[config.mk]
export PLATFORM = sky130hd
export DESIGN_NAME = mem_access_unit
export DESIGN_NICKNAME = d
export VERILOG_FILES = /design/src/rtl/mem_access_unit.sv
export SDC_FILE = /design/constraint.sdc
export NUM_CORES = 1
export LEC_CHECK = 0
export CORE_MARGIN = 4
export CORE_UTILIZATION = 38
export DETAILED_ROUTE_END_ITERATION = 8
export GPL_TIMING_DRIVEN = 0
export HOLD_SLACK_MARGIN = 0.12
export MAX_ROUTING_LAYER = met4
export PLACE_DENSITY = 0.79
export SYNTH_ARGS = -nofsm -noshare
export SYNTH_HDL_FRONTEND = slang
export SYNTH_SLANG_ARGS = --single-unit
export TNS_END_PERCENT = 30
[constraint.sdc]
create_clock -name clk -period 4.9 [get_ports clk]
set_clock_uncertainty 0.15 [all_clocks]
set_input_delay 1.47 -clock clk [delete_from_list [all_inputs] [get_ports clk]]
set_output_delay 1.47 -clock clk [all_outputs]
set_load 0.005 [all_outputs]
[src/rtl/mem_access_unit.sv]
// Sequences fetch/LW/SW accesses from the multi-cycle controller onto a slow req/ack memory port.
// Optional single-entry read buffer enabled by defining MEM_RD_BUF_EN.
//
// state | meaning
// IDLE  | no access in flight; a request raises stall and is launched at the edge
// WAIT  | mem_req held, counting cycles until mem_ack or timeout
// RESP  | access done; stall low so the controller advances
// ERR   | memory never answered; stuck until rst
module mem_access_unit #(
  parameter int AW      = 32,
  parameter int DW      = 32,
  parameter int TIMEOUT = 15
) (
  input  logic          clk,
  input  logic          rst,
  input  logic          rd_req,
  input  logic          wr_req,
  input  logic [AW-1:0] addr,
  input  logic [DW-1:0] wdata,
  output logic          stall,
  output logic [DW-1:0] rdata,
  output logic          rdata_valid,
  output logic          bus_err,
  output logic          mem_req,
  output logic          mem_we,
  output logic [AW-1:0] mem_addr,
  output logic [DW-1:0] mem_wdata,
  input  logic          mem_ack,
  input  logic [DW-1:0] mem_rdata
);

  typedef enum logic [1:0] {IDLE, WAIT, RESP, ERR} state_t;

  state_t        state;
  logic [7:0]    wait_cnt;
  logic          req;
  logic [AW-1:0] word_addr;
  logic          buf_hit;
  logic          addr_lsb_unused;

  assign req       = rd_req | wr_req;
  assign word_addr = {addr[AW-1:2], 2'b00};
  // Only word accesses exist; the byte offset is intentionally dropped.
  assign addr_lsb_unused = ^addr[1:0];

  assign stall = (state == WAIT) || (state == ERR) || ((state == IDLE) && req);

`ifdef MEM_RD_BUF_EN
  logic          buf_valid;
  logic [AW-1:2] buf_tag;
  logic [DW-1:0] buf_data;

  assign buf_hit = rd_req && !wr_req && buf_valid && (buf_tag == addr[AW-1:2]);
`else
  assign buf_hit = 1'b0;
`endif

  always_ff @(posedge clk) begin
    if (rst) begin
      state       <= IDLE;
      wait_cnt    <= 8'd0;
      rdata       <= '0;
      rdata_valid <= 1'b0;
      bus_err     <= 1'b0;
      mem_req     <= 1'b0;
      mem_we      <= 1'b0;
      mem_addr    <= '0;
      mem_wdata   <= '0;
`ifdef MEM_RD_BUF_EN
      buf_valid   <= 1'b0;
      buf_tag     <= '0;
      buf_data    <= '0;
`endif
    end else begin
      rdata_valid <= 1'b0;
      case (state)
        IDLE: begin
          if (buf_hit) begin
`ifdef MEM_RD_BUF_EN
            rdata <= buf_data;
`endif
            rdata_valid <= 1'b1;
            state       <= RESP;
          end else if (req) begin
            // Write wins when both requests are raised together.
            mem_we    <= wr_req;
            mem_addr  <= word_addr;
            mem_wdata <= wdata;
            mem_req   <= 1'b1;
            wait_cnt  <= 8'd0;
            state     <= WAIT;
          end
        end
        WAIT: begin
          wait_cnt <= wait_cnt + 8'd1;
          if (mem_ack) begin
            mem_req  <= 1'b0;
            wait_cnt <= 8'd0;
            state    <= RESP;
            if (!mem_we) begin
              rdata       <= mem_rdata;
              rdata_valid <= 1'b1;
`ifdef MEM_RD_BUF_EN
              buf_valid   <= 1'b1;
              buf_tag     <= mem_addr[AW-1:2];
              buf_data    <= mem_rdata;
            end else if (buf_valid && (buf_tag == mem_addr[AW-1:2])) begin
              buf_data <= mem_wdata;
`endif
            end
          end else if (wait_cnt == 8'(TIMEOUT - 1)) begin
            mem_req <= 1'b0;
            bus_err <= 1'b1;
            state   <= ERR;
          end
        end
        RESP: state <= IDLE;
        ERR:  state <= ERR;
        default: state <= IDLE;
      endcase
    end
  end

endmodule

==> results of run 1 <==
cell families after synthesis:
kind of cell	Yosys count
AND/OR/NAND/NOR	162
multiplexers	1
adder cells (fa/ha/maj)	2
AO/OA/AOI/OAI	183
buffers and inverters	56
flip-flops	108
other	1
sequential cells by signal, summed over array words and instances (netlist names), 2 cells and up:
name and flops:
mem_wdata 32, rdata 32, mem_addr 30, wait_cnt 8
state 2
cell usage after synthesis:
| cell type | count | area, µm² |
|---|---|---|
| sky130_fd_sc_hd__dfxtp_1 | 108 | 2160 |
| sky130_fd_sc_hd__a21oi_1 | 102 | 510 |
| sky130_fd_sc_hd__nand2_1 | 70 | 263 |
| sky130_fd_sc_hd__nand3_1 | 65 | 325 |
| sky130_fd_sc_hd__clkbuf_1 | 42 | 158 |
| sky130_fd_sc_hd__o21ai_0 | 40 | 200 |
| sky130_fd_sc_hd__o21ai_1 | 29 | 145 |
| sky130_fd_sc_hd__buf_2 | 6 | 30.0 |
| sky130_fd_sc_hd__inv_1 | 4 | 15.0 |
| sky130_fd_sc_hd__nor2_1 | 4 | 15.0 |
| sky130_fd_sc_hd__buf_4 | 3 | 22.5 |
| sky130_fd_sc_hd__o31ai_1 | 3 | 22.5 |
| sky130_fd_sc_hd__or3_1 | 3 | 18.8 |
| sky130_fd_sc_hd__a31oi_1 | 2 | 12.5 |
| sky130_fd_sc_hd__ha_1 | 2 | 25.0 |
| sky130_fd_sc_hd__nand2b_1 | 2 | 12.5 |
| sky130_fd_sc_hd__nor2b_1 | 2 | 12.5 |
| sky130_fd_sc_hd__nor4_1 | 2 | 12.5 |
| sky130_fd_sc_hd__o211ai_1 | 2 | 15.0 |
| sky130_fd_sc_hd__or2_2 | 2 | 12.5 |
| sky130_fd_sc_hd__or4b_1 | 2 | 20.0 |
| sky130_fd_sc_hd__a211oi_1 | 1 | 7.51 |
| sky130_fd_sc_hd__a31o_2 | 1 | 8.76 |
| sky130_fd_sc_hd__a41oi_1 | 1 | 8.76 |
| sky130_fd_sc_hd__and2_1 | 1 | 6.26 |
| sky130_fd_sc_hd__and3_1 | 1 | 6.26 |
| sky130_fd_sc_hd__buf_6 | 1 | 11.3 |
| sky130_fd_sc_hd__conb_1 | 1 | 3.75 |
| sky130_fd_sc_hd__mux2i_1 | 1 | 10.0 |
| sky130_fd_sc_hd__nand4_1 | 1 | 6.26 |
| sky130_fd_sc_hd__nand4b_1 | 1 | 8.76 |
| sky130_fd_sc_hd__nand4bb_1 | 1 | 11.3 |
| sky130_fd_sc_hd__nor2_2 | 1 | 6.26 |
| sky130_fd_sc_hd__nor3_1 | 1 | 5.00 |
| sky130_fd_sc_hd__nor3b_4 | 1 | 18.8 |
| sky130_fd_sc_hd__nor4bb_1 | 1 | 10.0 |
| sky130_fd_sc_hd__o21bai_1 | 1 | 7.51 |
| sky130_fd_sc_hd__o311ai_1 | 1 | 8.76 |
| sky130_fd_sc_hd__or4_1 | 1 | 7.51 |
critical path, delay by kind of cell:
kind | cells | cell delay (ps)
AOI/OAI and AO/OA | 1 | 150
buffers and inverters | 2 | 950
and+or+nand+nor | 1 | 430
through the flow:
stage / instances / cell area [µm²] / util, %
final: 862 / 6470 / 61.6
after global routing: 862 / 6470 / 61.6
after CTS: 862 / 6470 / 61.6
after detailed placement: 846 / 6300 / 59.9
after global placement: 846 / 6300 / 59.9
after floorplan: 514 / 4170 / -
path summary, 6_finish.rpt:
check / slack (ps) / cells after the start / to
worst max-delay path: 290 / 4 / stall
worst min-delay path: 310 / 2 / rdata[13]$_SDFFE_PP0P_
worst max register to register: 3030 / 5 / mem_addr[17]$_SDFFE_PP0P_
worst min register to register: 310 / 2 / rdata[13]$_SDFFE_PP0P_
area by class of cell:
cell class / instances / share of cell area, %
buffer: 52 / 3.42
clock buffer: 10 / 1.97
clock inverter: 6 / 0.696
inverter: 4 / 0.232
multi-input combinational: 350 / 27.3
sequential: 108 / 33.4
tap: 136 / 2.63
timing repair buffer: 196 / 30.3
routing by layer:
metal	vias to the layer above	share of wire, %	track usage [%]
met4	0	3.1	8.97
li1	2198	-	-
met1	2085	41	25.1
met5	-	0	-
met3	32	8.3	4.58
met2	226	47	35.3
repair_timing:
| action | CTS | global route |
|---|---|---|
| gates resized for setup | 0 | 1 |
| endpoints found under the setup margin | 0 | 1 |
| hold endpoints to repair | 0 | 0 |
power by group:
part | switching [µW] | total, µW | internal, µW
sequential | 30.0 | 966 | 936
clock | 301 | 491 | 190
combinational | 190 | 415 | 225
total | 521 | 1870 | 1350
==> out/qor.txt, run 1 <==
outcome - finished, final reports clean
area occupied by registers - 0.00216 mm²
Vias/cell - 5.27
ant diodes - 0
Leakage - 0.00225 µW
multiplexer area fraction after synthesis - 0.240%
antenna violations before repair - 0
detailed router's first-iteration violation count - 414
launching element type of the critical path - input pin
netlist area before placement - 0.00416 mm²
CTS Buf Count - 9
setup repair after global routing missed its margin - no
area growth from synthesis to final layout - 55.5%
CTS tree - done
clock tree buffer depth - 2
Vert. Die Dim - 113 µm
commonest non-fill, non-tap cell in the layout - sky130_fd_sc_hd__clkdlybuf4s50_1
placement row count - 37
area enclosed by the die boundary - 0.0127 mm²
Syn. warnings - 0
highest clock rate - 217 MHz
synthesized-area fraction occupied by adder cells - 0.601%
drt first pass iters - 6
global-route total usage across every layer - 21.4%
critical-path maximum fanout - 9
most used cells in the layout excluding fill and tap cells - sky130_fd_sc_hd__clkdlybuf4s50_1, sky130_fd_sc_hd__dfxtp_1, sky130_fd_sc_hd__a21oi_1, sky130_fd_sc_hd__nand2_1, sky130_fd_sc_hd__nand3_1
largest family of logic cells by synthesized area - compound AO/OA/AOI/OAI gates
cell with the biggest individual delay on the critical path - sky130_fd_sc_hd__clkdlybuf4s50_1
post-synthesis compound-gate area fraction - 22.8%
drt wl/cell - 16.2 µm
setup repair bufs after CTS - 0
count of pins on the block boundary - 202
placeable core region - 0.0105 mm²
share of the yosys chip area belonging to registers - 51.9%
clock transition at the registers of the reported paths - 90 ps
Total Power Consumption - 1870 µW
post-synthesis average cell area - 8.11 µm²
number of vias after detailed routing - 4541
Horiz. Die Dim - 113 µm
Root Buffer - sky130_fd_sc_hd__clkbuf_8
fraction of the mapped netlist area in simple logic gates - 18.7%
worst relative slew slack - 51.4%
Hold Path Origin - rdata[13]$_SDFFE_PP0P_
detailed placer's ending HPWL - 10500 µm
clock latency of the later-clocked register in the worst-skew pair - 360 ps
leftover overflow at the end of global routing - 0
share of the synthesized netlist area taken by xor and xnor gates - 0%
kind of end point of the critical path - output pin
endpoint arrival time on the critical path - 2990 ps
CP peak stage delay - 480 ps
post-route DRC violation count - 0
synthesized netlist cell count - 513
most used cell, CP - sky130_fd_sc_hd__clkdlybuf4s50_1
type of the most critical hold path - reg2reg
Detail Route Antenna Nets - 0
count of input and output buffers - 196
worst-margin pin slew - 729 ps
list of cells traversed by the critical path - clkdlybuf4s50_1 -> nor2_2 -> o21bai_1 -> clkdlybuf4s50_1
final-report setup violation count - 0
vias in the first global route - 4500
ratio of total power to cell area - 289 mW/mm²
type of the setup path with the least slack - in2out
worst r2r src - state[0]$_SDFFE_PP0P_
initial cell density of the core - 39.6%
count of different cell masters after synthesis - 39
slack of the critical path - 289 ps
CP Data Required Time - 3280 ps
maximum number of pins on one net before global-route repair - 19
total length of routed wires - 13900 µm
Max-Cap Viols - 0
net total in the final layout - 824
Worst Hold Slack - 308 ps
Worst IR Drop VDD - 0.170 mV
pre-CTS worst setup slack - 82.7 ps
final-layout fill cell count - 919
multi-input gate area in the final layout - 0.00177 mm²
Final Hold Vio Count - 0
Final GP Congestion - 0.906
Sum Neg Setup Slack - 0 ps
start point of the critical path - wr_req
clock sink count - 108
final slew viol count - 0
number of H-tree branching levels - 3
Seq cells post-synth - 108
share of the cycle needed by the critical path after routing - 94.1%
first-pass GRT wire length - 21700 µm
Hold Buf Count CTS - 0
fraction of layout instances using a drive strength above 1 - 4.27%
final critical path time including I/O delays and setup - 4610 ps
No activity file was read; power rests on OpenSTA's default activity.
==> run 2: changes to the inputs <==
- TNS_END_PERCENT: 30 -> 10
==> results of run 2 <==
Final layout, timing and power as in run 1 (identical DEF).
==> run 3: changes to the inputs <==
- SETUP_SLACK_MARGIN: not set -> 0.05
==> results of run 3 <==
Final layout, timing and power as in run 1 (identical DEF).
